## src/rtl/prob_argmax_reader.sv

```systemverilog
`default_nettype none
// ============================================================================
// Module   : prob_argmax_reader
// Purpose  : Scans the classifier score RAM, tracks the running maximum and
//            publishes the winning digit and its score. Optional 7-segment
//            decode of the digit is built when SEVEN_SEG_EN is defined.
// Revision : 1.0 - initial release
// ============================================================================
module prob_argmax_reader #(
  parameter int NUM_CLASSES = 10,
  parameter int PROB_W      = 16,
  parameter int ADDR_W      = 4
) (
  input  logic              Clk,
  input  logic              Reset,
  input  logic              start,
  output logic              rd_en,
  output logic [ADDR_W-1:0] rd_addr,
  input  logic [PROB_W-1:0] rd_data,
  output logic              busy,
  output logic              done,
  output logic              result_valid,
  output logic [3:0]        digit,
  output logic [PROB_W-1:0] max_prob,
  output logic [7:0]        hex_out
);

  localparam logic [ADDR_W-1:0] C_LAST_ADDR = ADDR_W'(NUM_CLASSES - 1);
  localparam logic [ADDR_W-1:0] C_ONE       = ADDR_W'(1);

  typedef enum logic [1:0] {
    S_IDLE    = 2'd0,
    S_READ    = 2'd1,
    S_DRAIN   = 2'd2,
    S_PUBLISH = 2'd3
  } state_t;

  state_t              r_state;
  state_t              w_state_nxt;
  logic [ADDR_W-1:0]   r_addr;
  logic                r_cap_valid;
  logic [ADDR_W-1:0]   r_cap_addr;
  logic [PROB_W-1:0]   r_run_max;
  logic [ADDR_W-1:0]   r_run_idx;
  logic [3:0]          r_digit;
  logic [PROB_W-1:0]   r_max_prob;
  logic                r_result_valid;
  logic                w_take;
  logic [PROB_W-1:0]   w_max_nxt;
  logic [ADDR_W-1:0]   w_idx_nxt;
  logic [3:0]          w_digit_nxt;

  always_ff @(posedge Clk) begin
    if (Reset) r_state <= S_IDLE;
    else       r_state <= w_state_nxt;
  end

  always_comb begin
    w_state_nxt = r_state;
    rd_en       = 1'b0;
    busy        = 1'b0;
    done        = 1'b0;
    case (r_state)
      S_IDLE: begin
        if (start) w_state_nxt = S_READ;
      end
      S_READ: begin
        rd_en = 1'b1;
        busy  = 1'b1;
        if (r_addr == C_LAST_ADDR) w_state_nxt = S_DRAIN;
      end
      S_DRAIN: begin
        busy        = 1'b1;
        w_state_nxt = S_PUBLISH;
      end
      S_PUBLISH: begin
        done        = 1'b1;
        w_state_nxt = S_IDLE;
      end
      default: w_state_nxt = S_IDLE;
    endcase
  end

  // Strict compare keeps the lowest index on ties; data lags its address by one cycle.
  assign w_take      = r_cap_valid && (rd_data > r_run_max);
  assign w_max_nxt   = w_take ? rd_data    : r_run_max;
  assign w_idx_nxt   = w_take ? r_cap_addr : r_run_idx;
  assign w_digit_nxt = 4'(w_idx_nxt);

  always_ff @(posedge Clk) begin
    if (Reset) begin
      r_addr         <= '0;
      r_cap_valid    <= 1'b0;
      r_cap_addr     <= '0;
      r_run_max      <= '0;
      r_run_idx      <= '0;
      r_digit        <= '0;
      r_max_prob     <= '0;
      r_result_valid <= 1'b0;
    end else begin
      r_cap_valid <= rd_en;
      if (rd_en) r_cap_addr <= r_addr;
      r_run_max <= w_max_nxt;
      r_run_idx <= w_idx_nxt;
      case (r_state)
        S_IDLE: begin
          r_run_max <= '0;
          r_run_idx <= '0;
          if (start) r_addr <= '0;
        end
        S_READ: begin
          if (r_addr != C_LAST_ADDR) r_addr <= r_addr + C_ONE;
        end
        S_DRAIN: begin
          // Load result with the final capture folded in so it is visible alongside done.
          r_digit        <= w_digit_nxt;
          r_max_prob     <= w_max_nxt;
          r_result_valid <= 1'b1;
        end
        default: ;
      endcase
    end
  end

  assign rd_addr      = r_addr;
  assign digit        = r_digit;
  assign max_prob     = r_max_prob;
  assign result_valid = r_result_valid;

`ifdef SEVEN_SEG_EN
  logic [7:0] r_hex;

  function automatic logic [7:0] f_seg(input logic [3:0] d);
    logic [7:0] seg;
    case (d)
      4'd0:    seg = 8'hC0;
      4'd1:    seg = 8'hF9;
      4'd2:    seg = 8'hA4;
      4'd3:    seg = 8'hB0;
      4'd4:    seg = 8'h99;
      4'd5:    seg = 8'h92;
      4'd6:    seg = 8'h82;
      4'd7:    seg = 8'hF8;
      4'd8:    seg = 8'h80;
      4'd9:    seg = 8'h90;
      default: seg = 8'hFF;
    endcase
    return seg;
  endfunction

  always_ff @(posedge Clk) begin
    if (Reset)                 r_hex <= 8'hC0;
    else if (r_state == S_DRAIN) r_hex <= f_seg(w_digit_nxt);
  end

  assign hex_out = r_hex;
`else
  assign hex_out = 8'hFF;
`endif

endmodule
`default_nettype wire
```

## config.mk

```make
export PLATFORM = sky130hd
export DESIGN_NAME = prob_argmax_reader
export DESIGN_NICKNAME = d
export VERILOG_FILES = /design/src/rtl/prob_argmax_reader.sv
export SDC_FILE = /design/constraint.sdc
export NUM_CORES = 1
export LEC_CHECK = 0
export BUFFER_PORTS_ARGS = -buffer_cell sky130_fd_sc_hd__buf_2
export CORE_ASPECT_RATIO = 1.1
export CORE_MARGIN = 1.5
export CORE_UTILIZATION = 30
export CTS_CLUSTER_SIZE = 25
export DETAILED_ROUTE_END_ITERATION = 10
export PLACE_DENSITY = 0.61
export SYNTH_ARGS = -nofsm -noshare
export SYNTH_HDL_FRONTEND = slang
export SYNTH_SLANG_ARGS = --single-unit
```

## constraint.sdc

```tcl
create_clock -name Clk -period 2.2 [get_ports Clk]
set_input_delay 0.22 -clock Clk [delete_from_list [all_inputs] [get_ports Clk]]
set_output_delay 0.22 -clock Clk [all_outputs]
set_load 0.1 [all_outputs]
```

==> results.txt <==
----------------------------------------------------
[Run status]
  Result of the run ... complete, but fails checks
  Violated checks ... negative setup slack

[Setup path]
  Worst-path cell chain ... inv_2 > ha_4 > nand4_1 > a2111o_1 > a31oi_4 > buf_8 > mux2i_2 > a211oi_1
  Path type of the worst setup path ... flop to flop
  Highest net fanout along the worst path ... 6
  Slowest CP cell ... sky130_fd_sc_hd__a2111o_1
  Sum of buffers and inverters on the critical path ... 2
  Data required, critical path ... approximately 2400 ps
  Worst Path Arrival ... 2430 ps
  Crit path max-delay family ... compound AO/OA/AOI/OAI gates
  Largest stage delay, worst path ... roughly 470 ps
  Critical Path Source Type ... flop
  Critical path capture point type ... flop

[Placement]
  Placer congestion estimate ... between 0.7 and 0.8
  Placement-stage cell area ... about 2700 µm²
  HPWL after DPL ... about 3.5 mm
  Placed cell count ... just over 400
  Number of buffers inserted by port buffering ... 46

[Finish]
  Area Overhead vs Synth ... 39.0%
  Number of nets in the layout ... 355
  Ant. Diodes ... 0
  Fill count ... between 700 and 800
  Number of standard cells in the final layout excluding fillers ... ~420
  Final cell area excluding filler cells ... ~3300 µm²
  Share of final-layout standard cells stronger than drive strength 1 ... 42.2%

[Clocking]
  Buffer levels on the longest clock path ... 2
  Hold buffers post-CTS ... 0
  Root Buffer Master ... sky130_fd_sc_hd__clkbuf_8
  Number of levels the H-tree was split into ... 2
  Clock slew seen by the registers of the worst setup and hold paths ... roughly 100 ps
  Insertion delay of the later-clocked pin in the worst-skew pair ... 320 ps
  TritonCTS clock tree ... built
  Clock buffers created by TritonCTS ... 5
  Clock tree sinks ... 52

[Timing]
  Clock tree skew after final layout ... roughly 14 ps
  Unrepaired setup endpoints after global routing ... yes
  Final Hold Vio Count ... 0
  Post-route fraction of the period consumed by the critical path ... 102%
  Post-layout worst setup margin ... -40.0 ps
  Transition at the pin with the smallest max-transition slack ... roughly 550 ps
  Count of pins over their slew limit ... 0
  Worst rel slew slack ... a little over three fifths
  Final Setup Violations ... 21
  Minimum period implied by the final worst setup slack ... 2240 ps
  Peak clock frequency supported by timing ... 446 MHz
  Hold slack final ... between 150 and 200 ps

[Power and ir drop]
  Internal power summed over all cells ... between 0.0015 and 0.002 W
  Power share of the combinational group ... between 50% and 60%
  Power Total ... 0.00448 W
  Net switching fraction of the power ... a little under three fifths
  Leak pwr ... 1.22 nW
  Fraction of power consumed by the clock network ... between 10% and 20%
  Power density relative to cell area ... approximately 1300 nW/µm²
  Max IR drop VDD ... about 1.1 mV
  Share of power burned in registers ... about 28%
  Switching power of the nets ... approximately 0.0025 W

[Synth]
  Portion of the post-synthesis area used by sequential elements ... approximately 43%
  Flip-flop cell with the highest count after synthesis ... sky130_fd_sc_hd__dfxtp_1
  Synthesized instance count ... roughly 260
  Dominant cell by count in the synthesized netlist ... sky130_fd_sc_hd__dfxtp_1
  Share of flip-flops with an asynchronous set or reset after synthesis ... 0%
  Flip-flop and latch count after synthesis ... between 50 and 60
  Post-synthesis cell type count ... 31
  Avg Inst Size Synth ... just over 9 µm²
  Leading cell types by count after synthesis ... sky130_fd_sc_hd__dfxtp_1 (52), sky130_fd_sc_hd__nor2_1 (51), sky130_fd_sc_hd__mux2i_1 (25)
  Number of warning messages in the yosys log ... 0
  Post-synth design cell area ... 2400 µm²
  Top cells by area in the synthesized netlist ... sky130_fd_sc_hd__dfxtp_1 (43%), sky130_fd_sc_hd__ha_1 (11%), sky130_fd_sc_hd__mux2i_1 (10%)
  Area leader, netlist ... sky130_fd_sc_hd__dfxtp_1
  Post-synth EDFFs ... 0
  Proportion of netlist area held by the largest area contributor ... around 43%

[Routing]
  Residual antenna-violating net count after detailed routing ... 0
  Final Routed Wirelength ... between 5 and 6 mm
  Routed via count divided by cell count ... around 4.6
  Number of iterations in the first detailed-routing pass ... 4
  Initial detailed-routing violation count ... 58
  Total number of vias ... between 1500 and 2000
  Wirelength per Cell ... about 13 µm
  DRC Markers ... 0

[Floorplan]
  Number of rows created at floorplan ... 34
  Overall die height ... around 97 µm
  IO Pins ... 55
  Full die area ... about 8500 µm²
  Chip Width ... a little under 90 µm
  Starting Density ... a little under a third
  Core area ... slightly below 8000 µm²

[Hold path]
  Tightest Hold Check Type ... input port to flop

[Global route]
  Via count of the first global-routing pass ... roughly 1900
  Global router's overall resource usage ... 12.5%
  Initial antenna violation count ... 0
  Pin count of the biggest net entering global routing ... 43
  GR Overflow Total ... 0
  Wire length of the first global-routing pass ... roughly 8.5 mm

[Flow run]
  Count of max-cap constraint violations ... 0

----------------------------------------------------
-- worst register-to-register path, stage by stage, from the launching register on --
cell                       delay [ps]
sky130_fd_sc_hd__dfxtp_2          350
sky130_fd_sc_hd__inv_2             50
sky130_fd_sc_hd__ha_4             260
sky130_fd_sc_hd__nand4_1          160
sky130_fd_sc_hd__a2111o_1         470
sky130_fd_sc_hd__a31oi_4          270
sky130_fd_sc_hd__buf_8            200
sky130_fd_sc_hd__mux2i_2          260
sky130_fd_sc_hd__a211oi_1         100
-- power groups by stage --
| stage | Combinational, W | Clock [W] | Sequential (W) |
|---|---|---|---|
| 5_1_grt | 0.00280 | 0.000631 | 0.00128 |
| 6_report | 0.00265 | 0.000581 | 0.00125 |
| 3_3_place_gp | 0.00238 | 0 | 0.00126 |
| 3_5_place_dp | 0.00240 | 0 | 0.00127 |
| 4_1_cts | 0.00242 | 0.000594 | 0.00125 |
| 2_1_floorplan | 0.000989 | 0 | 0.00235 |
-- cell usage in the layout (no fill, tap or decap), drive strengths merged, types with 2 or more instances in the layout --
| master | instances |
|---|---|
| nor2b | 4 |
| dfxtp | 52 |
| nor3b | 3 |
| a211oi | 20 |
| a21oi | 11 |
| o21ai | 4 |
| buf | 62 |
| nand3 | 2 |
| conb | 8 |
| nor3 | 3 |
| nand4 | 4 |
| nor2 | 51 |
| ha | 22 |
| clkbuf | 5 |
| mux2i | 25 |
| inv | 21 |
| nand2 | 6 |
-- path summary, 6_finish.rpt --
path | from | endpoint | slack (ps) | cells past startpoint
hold / removal | rd_data[5] | r_run_max[5] | 200 | 3
hold reg to reg | result_valid | result_valid | 480 | 2
setup / recovery | r_run_max[9] | max_prob[9] | -40 | 8
setup reg to reg | r_run_max[9] | max_prob[9] | -40 | 8
-- what timing repair did --
item,4_1_cts,5_1_grt
endpoints found under the setup margin,9,40
buffers inserted,0,10
pin swaps,0,17
resized for setup,8,76
-- stage by stage --
stage / worst slack [ps] / setup TNS, ps / util [%]
4_1_cts: -16.1 / -72.6 / 36.4
3_3_place_gp: 23.3 / 0 / 34.7
2_1_floorplan: 37.2 / 0 / -
6_report: -40.0 / -513 / 42.6
5_1_grt: -171 / -4700 / 42.6
3_5_place_dp: -13.4 / -13.4 / 34.7
-- sequential cells by signal, summed over array words and instances (netlist names) --
signal,cells
digit,4
r_state,2
r_cap_valid,1
max_prob,16
result_valid,1
r_run_max,16
r_run_idx,4
r_cap_addr,4
rd_addr,4
-- cell families (layout without fill, tap and decap cells) --
group | Yosys count | in the layout | share of synthesized area (%)
other cells | 1 | 8 | 0.156
simple gates | 76 | 76 | 14.1
compound gates | 42 | 42 | 12.1
mux | 25 | 25 | 10.4
fa+ha+maj | 22 | 22 | 11.5
flops | 52 | 52 | 43.4
buf+inv | 41 | 90 | 8.29
-- area by class of cell --
class,instances,area (µm²),area share [%]
Multi-Input combinational cell,173,1590,47.6
Timing Repair Buffer,62,383,11.5
Tap cell,108,135,4.05
Sequential cell,52,1060,31.8
Clock inverter,3,25.0,0.751
Clock buffer,5,68.8,2.06
Inverter,20,75.1,2.25
-- routing by layer --
layer / wire length, µm / part of all wire (%) / global-route usage, % / vias up
met5: 0 / 0 / 0 / -
met4: 62 / 1.1 / 3.25 / 0
met3: 336 / 6.0 / 4.44 / 6
met2: 2860 / 51 / 20.3 / 41
met1: 2320 / 42 / 15.8 / 924
li1: - / - / - / 981
Power figures use the tool's default switching activity.
